## src/rtl/uart_hex_printer.sv

```systemverilog
// uart_hex_printer
// ----------------
// Debug stage between the Wishbone master debug output and uart_tx. A print
// request captures a DATA_WIDTH-bit value and streams it over the UART byte
// handshake as ASCII "0x", uppercase hex digits MSB-first, then optionally
// CR LF. One request may be held pending while a message is in flight; a
// further request while the slot is occupied is dropped and flagged.
//
// Parameters:
//   DATA_WIDTH  width of the printed value, multiple of 4, 4..64
//   NEWLINE     1 = append CR LF after the digits, 0 = no terminator
//
// Optional build macro:
//   HEX_PRINTER_SUPPRESS_LEADING_ZEROS_EN  skip leading zero digits (at least
//                                          one digit is always printed)
//
// Ports:
//   clk_i            system clock
//   rst_i            asynchronous active-high reset
//   value_i          value to print, sampled when printf_i is high
//   printf_i         single-cycle print request strobe
//   tx_data_o        ASCII byte to uart_tx
//   tx_data_valid_o  byte valid
//   tx_data_ready_i  uart_tx can accept a byte
//   busy_o           a message is active or pending
//   done_o           one-cycle pulse after the last byte of a message is taken
//   dropped_o        one-cycle pulse when a request is discarded

module uart_hex_printer #(
  parameter int DATA_WIDTH = 64,
  parameter int NEWLINE    = 1
) (
  input  logic                  clk_i,
  input  logic                  rst_i,
  input  logic [DATA_WIDTH-1:0] value_i,
  input  logic                  printf_i,
  output logic [7:0]            tx_data_o,
  output logic                  tx_data_valid_o,
  input  logic                  tx_data_ready_i,
  output logic                  busy_o,
  output logic                  done_o,
  output logic                  dropped_o
);

  localparam int NIBBLES = DATA_WIDTH / 4;
  localparam int CW      = (NIBBLES > 1) ? $clog2(NIBBLES) : 1;

  typedef enum logic [2:0] {
    IDLE, SEND_0, SEND_X, SEND_DIGIT, SEND_CR, SEND_LF, GAP
  } state_t;

  state_t                state, state_next;
  logic [DATA_WIDTH-1:0] shift_reg, pend_val;
  logic [CW-1:0]         digit_cnt;
  logic                  pend_flag, done_r, dropped_r;

  logic                  transfer, msg_end;
  logic [3:0]            top_nibble;
  logic [DATA_WIDTH-1:0] load_src, load_shift;
  logic [CW-1:0]         load_lz, load_cnt;
  state_t                end_state;

`ifdef HEX_PRINTER_SUPPRESS_LEADING_ZEROS_EN
  // Number of leading zero nibbles, capped so the last digit always prints.
  function automatic logic [CW-1:0] lead_zeros(input logic [DATA_WIDTH-1:0] v);
    logic [CW-1:0] n;
    logic          stop;
    n    = '0;
    stop = 1'b0;
    for (int i = 0; i < NIBBLES - 1; i++) begin
      if (!stop) begin
        if (v[DATA_WIDTH-1-4*i -: 4] == 4'h0) n = n + 1'b1;
        else stop = 1'b1;
      end
    end
    return n;
  endfunction
`endif

  // Load path for the shift register. A new message comes either from the
  // pending slot or straight from value_i (idle start, or a request arriving
  // in the very cycle the previous message ends). With suppression enabled
  // the value is pre-shifted so the first printed digit sits in the top
  // nibble and the counter already excludes the skipped digits.
  always_comb begin
    load_src = pend_flag ? pend_val : value_i;
`ifdef HEX_PRINTER_SUPPRESS_LEADING_ZEROS_EN
    load_lz  = lead_zeros(load_src);
`else
    load_lz  = '0;
`endif
    load_shift = load_src << {load_lz, 2'b00};
    load_cnt   = CW'(NIBBLES - 1) - load_lz;
  end

  assign transfer   = tx_data_valid_o & tx_data_ready_i;
  assign top_nibble = shift_reg[DATA_WIDTH-1 -: 4];

  // The last byte is either the final digit (no terminator) or the LF.
  assign msg_end = transfer &&
                   (((state == SEND_DIGIT) && (digit_cnt == '0) && (NEWLINE == 0)) ||
                    (state == SEND_LF));

  // After a message, go through GAP if anything is waiting to be printed.
  assign end_state = (pend_flag || printf_i) ? GAP : IDLE;

  // Next-state and byte/valid decode.
  always_comb begin
    state_next      = state;
    tx_data_o       = 8'h00;
    tx_data_valid_o = 1'b0;
    case (state)
      IDLE: begin
        if (printf_i) state_next = SEND_0;
      end
      SEND_0: begin
        tx_data_o       = 8'h30;
        tx_data_valid_o = 1'b1;
        if (transfer) state_next = SEND_X;
      end
      SEND_X: begin
        tx_data_o       = 8'h78;
        tx_data_valid_o = 1'b1;
        if (transfer) state_next = SEND_DIGIT;
      end
      SEND_DIGIT: begin
        tx_data_o       = (top_nibble < 4'd10) ? (8'h30 + {4'h0, top_nibble})
                                               : (8'h37 + {4'h0, top_nibble});
        tx_data_valid_o = 1'b1;
        if (transfer && (digit_cnt == '0))
          state_next = (NEWLINE != 0) ? SEND_CR : end_state;
      end
      SEND_CR: begin
        tx_data_o       = 8'h0D;
        tx_data_valid_o = 1'b1;
        if (transfer) state_next = SEND_LF;
      end
      SEND_LF: begin
        tx_data_o       = 8'h0A;
        tx_data_valid_o = 1'b1;
        if (transfer) state_next = end_state;
      end
      GAP: begin
        state_next = SEND_0;
      end
      default: state_next = IDLE;
    endcase
  end

  // State register, digit datapath and the single pending slot.
  always_ff @(posedge clk_i or posedge rst_i) begin
    if (rst_i) begin
      state     <= IDLE;
      shift_reg <= '0;
      digit_cnt <= '0;
      pend_val  <= '0;
      pend_flag <= 1'b0;
      done_r    <= 1'b0;
      dropped_r <= 1'b0;
    end else begin
      state     <= state_next;
      done_r    <= msg_end;
      dropped_r <= 1'b0;
      if (state == IDLE) begin
        if (printf_i) begin
          shift_reg <= load_shift;
          digit_cnt <= load_cnt;
        end
      end else begin
        if (msg_end && (pend_flag || printf_i)) begin
          shift_reg <= load_shift;
          digit_cnt <= load_cnt;
        end else if ((state == SEND_DIGIT) && transfer) begin
          shift_reg <= shift_reg << 4;
          digit_cnt <= digit_cnt - 1'b1;
        end
        if (msg_end) pend_flag <= 1'b0;
        // A request in the final cycle with an empty slot is loaded directly
        // above, so it never occupies the pending slot.
        if (printf_i) begin
          if (pend_flag) begin
            dropped_r <= 1'b1;
          end else if (!msg_end) begin
            pend_val  <= value_i;
            pend_flag <= 1'b1;
          end
        end
      end
    end
  end

  assign busy_o    = (state != IDLE) || pend_flag;
  assign done_o    = done_r;
  assign dropped_o = dropped_r;

endmodule

```

## config.mk

```make
export PLATFORM = sky130hd
export DESIGN_NAME = uart_hex_printer
export DESIGN_NICKNAME = d
export VERILOG_FILES = /design/src/rtl/uart_hex_printer.sv
export SDC_FILE = /design/constraint.sdc
export NUM_CORES = 1
export LEC_CHECK = 0
export ABC_AREA = 1
export BUFFER_PORTS_ARGS = -buffer_cell sky130_fd_sc_hd__buf_4
export CORE_MARGIN = 3
export CORE_UTILIZATION = 40
export CTS_CLUSTER_DIAMETER = 120
export DETAILED_ROUTE_END_ITERATION = 10
export PLACE_DENSITY = 0.63
export SYNTH_ARGS = -nofsm -noshare
export SYNTH_HDL_FRONTEND = slang
export SYNTH_SLANG_ARGS = --single-unit
```

## constraint.sdc

```tcl
create_clock -name clk_i -period 4.61 [get_ports clk_i]
set_clock_uncertainty 0.05 [all_clocks]
set_input_delay 0.461 -clock clk_i [delete_from_list [all_inputs] [get_ports clk_i]]
set_output_delay 0.461 -clock clk_i [all_outputs]
set_load 0.03 [all_outputs]
```

==> impl_metrics.py, run 1 <==
metrics = {
    "status": {
        "status": "finished, final reports clean",
    },
    "worst_setup_path": {
        "r2r_slack_ns": 1.65,
        "reg2reg_to": "shift_reg[63]",
        "arrival_ns": 3.21,
        "critPathKind": "reg2reg",
        "worst_r2r_startpoint": "state[0]",
        "reg2reg_depth": 6,
        "worstSetupEndpointType": "flop",
        "worstPathMaxFanout": 98,
        "crit_required_ns": 4.85,
        "start_kind": "flop",
    },
    "floorplanning": {
        "core_area_um2": 17500,
        "initial_core_util_pct": 41.2,
        "die_area_um2": 19600,
        "rows": 48,
        "boundaryPins": 80,
        "dieWidth_um": 140,
        "die_h_um": 140,
    },
    "synth": {
        "postSynth.asyncResetShare_pct": 100,
        "syn_area_um2": 7200,
        "synth_edf_count": 0,
        "ys_types": 31,
        "ys_dominant_reg_cell": "dfrtp_1",
        "synth_top_family_by_area": "simple AND/OR/NAND/NOR gates",
        "synth_warnings": 0,
        "syn_avg_cell_area_um2": 7.28,
        "synth_mux_area_share_pct": 0,
        "synth_compound_area_share_pct": 14.9,
        "synth_cells": 989,
        "synth_xor_area_share_pct": 0.122,
        "synth_simple_gate_area_share_pct": 24.3,
        "seq_area_frac_synth_pct": 48.0,
        "ys_ff_latch": 138,
        "synth_nets": 1061,
        "synth_fa_ha_area_share_pct": 0.695,
    },
    "place": {
        "dp_hpwl_um": 9910,
        "dp.cells": 1239,
        "postPlaceCellArea_um2": 7840,
        "gp_congestion": 0.835,
        "io_buffers": 78,
    },
    "grt": {
        "grt_pass1_wl_um": 27700,
        "grt_overflow_total": 0,
        "globalRouteTotalUtil_pct": 17.1,
        "grt_max_degree": 99,
        "grt_pass1_vias": 5783,
        "antenna_found_initial": 0,
    },
    "sta": {
        "fin_crit_ns": 2.96,
        "worstMarginPinSlew_ns": 0.909,
        "slew_headroom_pct": 39.4,
        "slew_viol_final": 0,
        "period_share_pct": 64.3,
        "fmax_ghz": 0.337,
        "timing.setup.tns_ns": 0,
        "finalSetupViolations": 0,
        "final_hold_viol_count": 0,
        "grt_setup_unrepaired": "false",
    },
    "pwr": {
        "peakVddDrop_mv": 0.484,
        "leakage_uw": 0.00433,
        "powerDensity_nw_per_um2": 703,
    },
    "routing": {
        "drcViolationCount": 0,
        "postRouteAntennaNets": 0,
        "routed_wl_um": 15800,
        "firstDrtPassIters": 6,
        "wl_per_cell_um": 12.4,
        "vias_per_cell": 4.82,
        "drt_iter0_drc": 464,
        "vias": 6129,
    },
    "cts": {
        "clkSinkCount": 138,
        "post_cts.repair.setup_buffers": 0,
        "ctsResizeCount": 0,
        "clk_path_buf_depth": 2,
        "clock_latency_ns": 0.42,
        "cts_hold_buffers": 0,
        "cts_tree": "done",
        "cts.reportedPaths.clkPinSlew_ns": 0.06,
        "cts_buffers": 17,
        "h-tree-depth": 4,
        "clock-root-buffer": "clkbuf_16",
    },
    "layout": {
        "layoutNonFillerInstCount": 1271,
        "n_fill_cell": 1773,
        "final_common_cell": "nand2_1",
        "diodes": 0,
        "nNetsFinal": 1105,
        "area_growth_pct": 17.0,
        "mostFrequentLayoutCells": "nand2_1 (337), inv_1 (139), dfrtp_1 (138)",
        "drive_gt1_share_pct": 12.8,
        "final_area_um2": 8420,
    },
    "hold_path": {
        "hold_class": "in2async",
    },
    "flow_run": {
        "cap_violations": 0,
    },
}
[cell families (layout without fill, tap and decap cells)]
group	count (synthesis)	in the layout
AND/OR/NAND/NOR	428	428
other	1	1
AO/OA/AOI/OAI	210	210
buffers and inverters	207	264
flip-flops	138	138
adder cells (fa/ha/maj)	4	4
XOR/XNOR	1	1
[cell usage after synthesis (2+ instances only)]
cell | n | area share [%]
a21oi_1 | 6 | 0.42
buf_1 | 5 | 0.26
buf_2 | 20 | 1.4
buf_4 | 5 | 0.52
buf_6 | 6 | 0.94
clkbuf_1 | 25 | 1.3
dfrtp_1 | 138 | 48
ha_1 | 4 | 0.70
inv_1 | 141 | 7.4
inv_2 | 5 | 0.26
nand2_1 | 337 | 18
nand3_1 | 68 | 4.7
nand3_2 | 2 | 0.28
nor2_1 | 10 | 0.52
nor3_1 | 3 | 0.21
o211ai_1 | 3 | 0.31
o21ai_0 | 108 | 7.5
o21ai_1 | 89 | 6.2
o21ai_2 | 2 | 0.24
[power by group]
group	leakage, µW	switching, µW	total [µW]	internal, µW
Combinational	0.00232	1650	2560	915
Clock	0.000282	509	1330	826
Sequential	0.00173	273	2030	1750
Total	0.00433	2430	5920	3490
[area by class of cell]
type	count	area (µm²)	area share, %
clock buffers	26	519	6.17
flip-flops and latches	138	3450	41.0
multi-input cells	644	2900	34.5
repair buffers	86	646	7.67
clock inverters	6	60.1	0.714
inverters	146	554	6.59
well taps	225	282	3.34
[metrics by stage]
step | setup WS [ns] | util (%) | hold WS [ns] | power [µW]
3_3_place_gp | 1.68 | 44.8 | 0.412 | 4570
3_5_place_dp | 1.65 | 44.8 | 0.418 | 4620
2_1_floorplan | 0.403 | - | 0.398 | 4070
4_1_cts | 1.64 | 48.2 | 0.218 | 5980
6_report | 1.65 | 48.2 | 0.175 | 5920
5_1_grt | 1.36 | 48.2 | 0.235 | 6500
[worst max path at each step]
stage	from	to	slack [ns]	cells past startpoint
2_1_floorplan	rst_i	digit_cnt[0]	0.40	1
3_3_place_gp	state[0]	shift_reg[63]	1.68	6
3_5_place_dp	state[1]	shift_reg[63]	1.65	6
4_1_cts	state[1]	shift_reg[63]	1.64	6
5_1_grt	state[2]	shift_reg[54]	1.36	7
6_report	state[0]	shift_reg[63]	1.65	6
[critical path, cell delays in order, from the launching register on]
cell and delay [ns]:
dfrtp_1 0.43, inv_2 0.16, nand3_2 0.44, or2_2 0.53, nand2_4 0.67, buf_4 0.41, o21ai_0 0.13
[layer usage]
| metal | up-vias | track usage, % | wire length (µm) |
|---|---|---|---|
| li1 | 3169 | - | - |
| met1 | 2837 | 24.2 | 7870 |
| met2 | 105 | 25.7 | 7030 |
| met3 | 18 | 4.47 | 666 |
| met4 | 0 | 5.71 | 254 |
| met5 | - | 0 | 0 |
No activity file was read; power rests on OpenSTA's default activity.
==> inputs of run 2 (changes only) <==
--- a/config.mk
+++ b/config.mk
@@ -5,13 +5,13 @@
 export SDC_FILE = /design/constraint.sdc
 export NUM_CORES = 1
 export LEC_CHECK = 0
-export ABC_AREA = 1
+export ABC_AREA = 0
 export BUFFER_PORTS_ARGS = -buffer_cell sky130_fd_sc_hd__buf_4
 export CORE_MARGIN = 3
 export CORE_UTILIZATION = 40
 export CTS_CLUSTER_DIAMETER = 120
 export DETAILED_ROUTE_END_ITERATION = 10
-export PLACE_DENSITY = 0.63
+export PLACE_DENSITY = 0.65
 export SYNTH_ARGS = -nofsm -noshare
 export SYNTH_HDL_FRONTEND = slang
 export SYNTH_SLANG_ARGS = --single-unit
==> constraint.sdc (replaced) <==
create_clock -name clk_i -period 2.6 [get_ports clk_i]
set_clock_uncertainty 0.05 [all_clocks]
set_input_delay 0.26 -clock clk_i [delete_from_list [all_inputs] [get_ports clk_i]]
set_output_delay 0.26 -clock clk_i [all_outputs]
set_load 0.03 [all_outputs]
==> impl_metrics.py, run 2 <==
metrics = {
    "synth": {
        "synth_area_leaders": "dfrtp_1 (49%), mux2_2 (19%), mux2i_1 (15%)",
        "syn_area_um2": 7100,
        "yosysMostFrequentCell": "dfrtp_1",
        "syn_avg_cell_area_um2": 13.1,
        "synth_warnings": 0,
        "synth_cells": 542,
        "synth_top_cells_by_count": "dfrtp_1 (138), mux2_2 (119), mux2i_1 (109)",
        "seq_area_frac_synth_pct": 48.7,
        "synth_nets": 614,
        "synth_largest_area_cell": "dfrtp_1",
        "ys_ff_latch": 138,
        "synthDominantCellAreaShare_pct": 48.7,
        "postSynth.asyncResetShare_pct": 100,
        "ys_dominant_reg_cell": "dfrtp_1",
        "synth_edf_count": 0,
        "ys_types": 43,
    },
    "worst_setup_path": {
        "worstSetupEndpointType": "flop",
        "arrival_ns": 2.57,
        "worstPathMaxFanout": 14,
        "crit_required_ns": 2.85,
        "critPathKind": "reg2reg",
        "start_kind": "flop",
    },
    "sta": {
        "whs_ns": -0.0270,
        "fin_crit_ns": 2.32,
        "timing.setup.tns_ns": 0,
        "finalSetupViolations": 0,
        "grt_setup_unrepaired": "false",
        "final_hold_viol_count": 21,
        "slew_viol_final": 0,
        "worstMarginPinSlew_ns": 0.780,
        "slew_headroom_pct": 48.0,
        "period_share_pct": 89.2,
        "fmax_ghz": 0.431,
    },
    "place": {
        "postPlaceCellArea_um2": 7970,
        "dp_hpwl_um": 9220,
        "gp_congestion": 0.834,
        "io_buffers": 78,
    },
    "grt": {
        "grt_pass1_wl_um": 23300,
        "grt_pass1_vias": 4708,
        "grt_max_degree": 139,
        "antenna_found_initial": 0,
        "globalRouteTotalUtil_pct": 14.8,
        "grt_overflow_total": 0,
    },
    "layout": {
        "area_growth_pct": 20.1,
        "final_area_um2": 8530,
        "drive_gt1_share_pct": 43.3,
        "final_common_cell": "dfrtp_1",
        "diodes": 0,
        "n_fill_cell": 1531,
        "mostFrequentLayoutCells": "dfrtp_1 (137), mux2_2 (119), mux2i_1 (109)",
        "nNetsFinal": 692,
        "regArea_um2": 3460,
        "multi_input_area_um2": 3290,
    },
    "cts": {
        "h-tree-depth": 4,
        "cts.reportedPaths.clkPinSlew_ns": 0.06,
        "post_cts.repair.setup_buffers": 0,
        "clkSinkCount": 138,
        "clock-root-buffer": "clkbuf_16",
        "cts_hold_buffers": 0,
        "clk_path_buf_depth": 2,
        "clock_latency_ns": 0.42,
        "cts_buffers": 17,
        "cts_tree": "done",
        "ctsResizeCount": 0,
    },
    "routing": {
        "firstDrtPassIters": 5,
        "wl_per_cell_um": 16.2,
        "drt_iter0_drc": 219,
        "routed_wl_um": 13900,
        "drcViolationCount": 0,
        "vias_per_cell": 4.98,
        "postRouteAntennaNets": 0,
        "vias": 4277,
    },
    "floorplanning": {
        "initial_core_util_pct": 40.9,
        "rows": 48,
        "die_h_um": 139,
        "die_area_um2": 19400,
        "core_area_um2": 17400,
        "dieWidth_um": 139,
        "boundaryPins": 80,
    },
    "pwr": {
        "leakage_uw": 0.00393,
        "powerDensity_nw_per_um2": 1150,
        "peakVddDrop_mv": 0.677,
    },
    "status": {
        "status": "finished with violations",
        "violations": "hold timing",
    },
    "hold_path": {
        "hold_class": "in2async",
    },
    "flow_run": {
        "cap_violations": 0,
    },
}
run 2: cell types whose count changed after synthesis, moves of 19 or more:
cell	previous run	this run
nand2_1	337	12
mux2_2	0	119
mux2i_1	0	109
inv_1	141	38
o21ai_0	108	5
o21ai_1	89	1
nand3_1	68	2
clkbuf_1	25	5
mux2_4	0	19
run 2: path summary, 6_finish.rpt:
check	start	end	slack (ns)	depth (start not counted)
setup / recovery	state[1]	shift_reg[14]	0.28	7
hold / removal	rst_i	pend_val[56]	-0.03	3
setup reg to reg	state[1]	shift_reg[14]	0.28	7
hold reg to reg	pend_val[53]	pend_val[53]	0.44	1
max in group asynchronous	rst_i	shift_reg[32]	1.90	3
min in group clk_i	value_i[53]	pend_val[53]	0.03	2
run 2: routing by layer:
| metal | vias to the layer above | wire length, µm | GRT usage, % | part of all wire (%) |
|---|---|---|---|---|
| met5 | - | 0 | 0 | 0 |
| li1 | 2053 | - | - | - |
| met3 | 15 | 473 | 3.44 | 3.4 |
| met2 | 72 | 6930 | 24.4 | 50 |
| met1 | 2137 | 6270 | 19.3 | 45 |
| met4 | 0 | 204 | 4.99 | 1.5 |
run 2: worst max-delay path, stage by stage, from the launching register on:
cell and delay, ns:
dfrtp_1 0.38, inv_1 0.11, ha_1 0.26, nand3b_1 0.22, o31ai_4 0.39, buf_12 0.19, mux2_2 0.34, mux2_4 0.26
run 2: metrics by stage:
step	std cells	power, µW	hold slack (ns)	util, %	setup WS (ns)
finish	858	9810	-0.0270	49.1	0.281
global route	858	10500	0.0216	49.1	0.166
CTS	858	9940	0.0138	49.1	0.279
detailed placement	826	7610	0.431	45.9	0.282
global placement	826	7420	0.411	45.9	0.342
floorplan	542	6650	0.345	-	0.174
run 2: area by class of cell:
type / count / share of cell area [%]
flip-flops and latches: 138 / 40.5
clock buffers: 18 / 5.15
well taps: 225 / 3.30
inverters: 38 / 1.72
clock inverters: 14 / 1.42
multi-input cells: 331 / 38.6
repair buffers: 94 / 9.30
run 2: power by group:
| part | internal (µW) | leakage (µW) | switching (µW) |
|---|---|---|---|
| Sequential | 3140 | 0.00170 | 501 |
| Clock | 1340 | 0.000273 | 945 |
| Combinational | 2110 | 0.00195 | 1780 |
| Total | 6580 | 0.00393 | 3230 |
run 2: kinds of logic (layout without fill, tap and decap cells):
group / Yosys count / count (layout) / share of synthesized area (%)
muxes: 250 / 250 / 38.7
xor gates and xnor gates: 4 / 4 / 0.494
DFF: 138 / 138 / 48.7
AOI/OAI and AO/OA: 34 / 34 / 3.28
buffers and inverters: 73 / 164 / 5.16
adders and majority gates: 4 / 4 / 0.705
and+or+nand+nor: 38 / 38 / 2.91
other: 1 / 1 / 0.0528
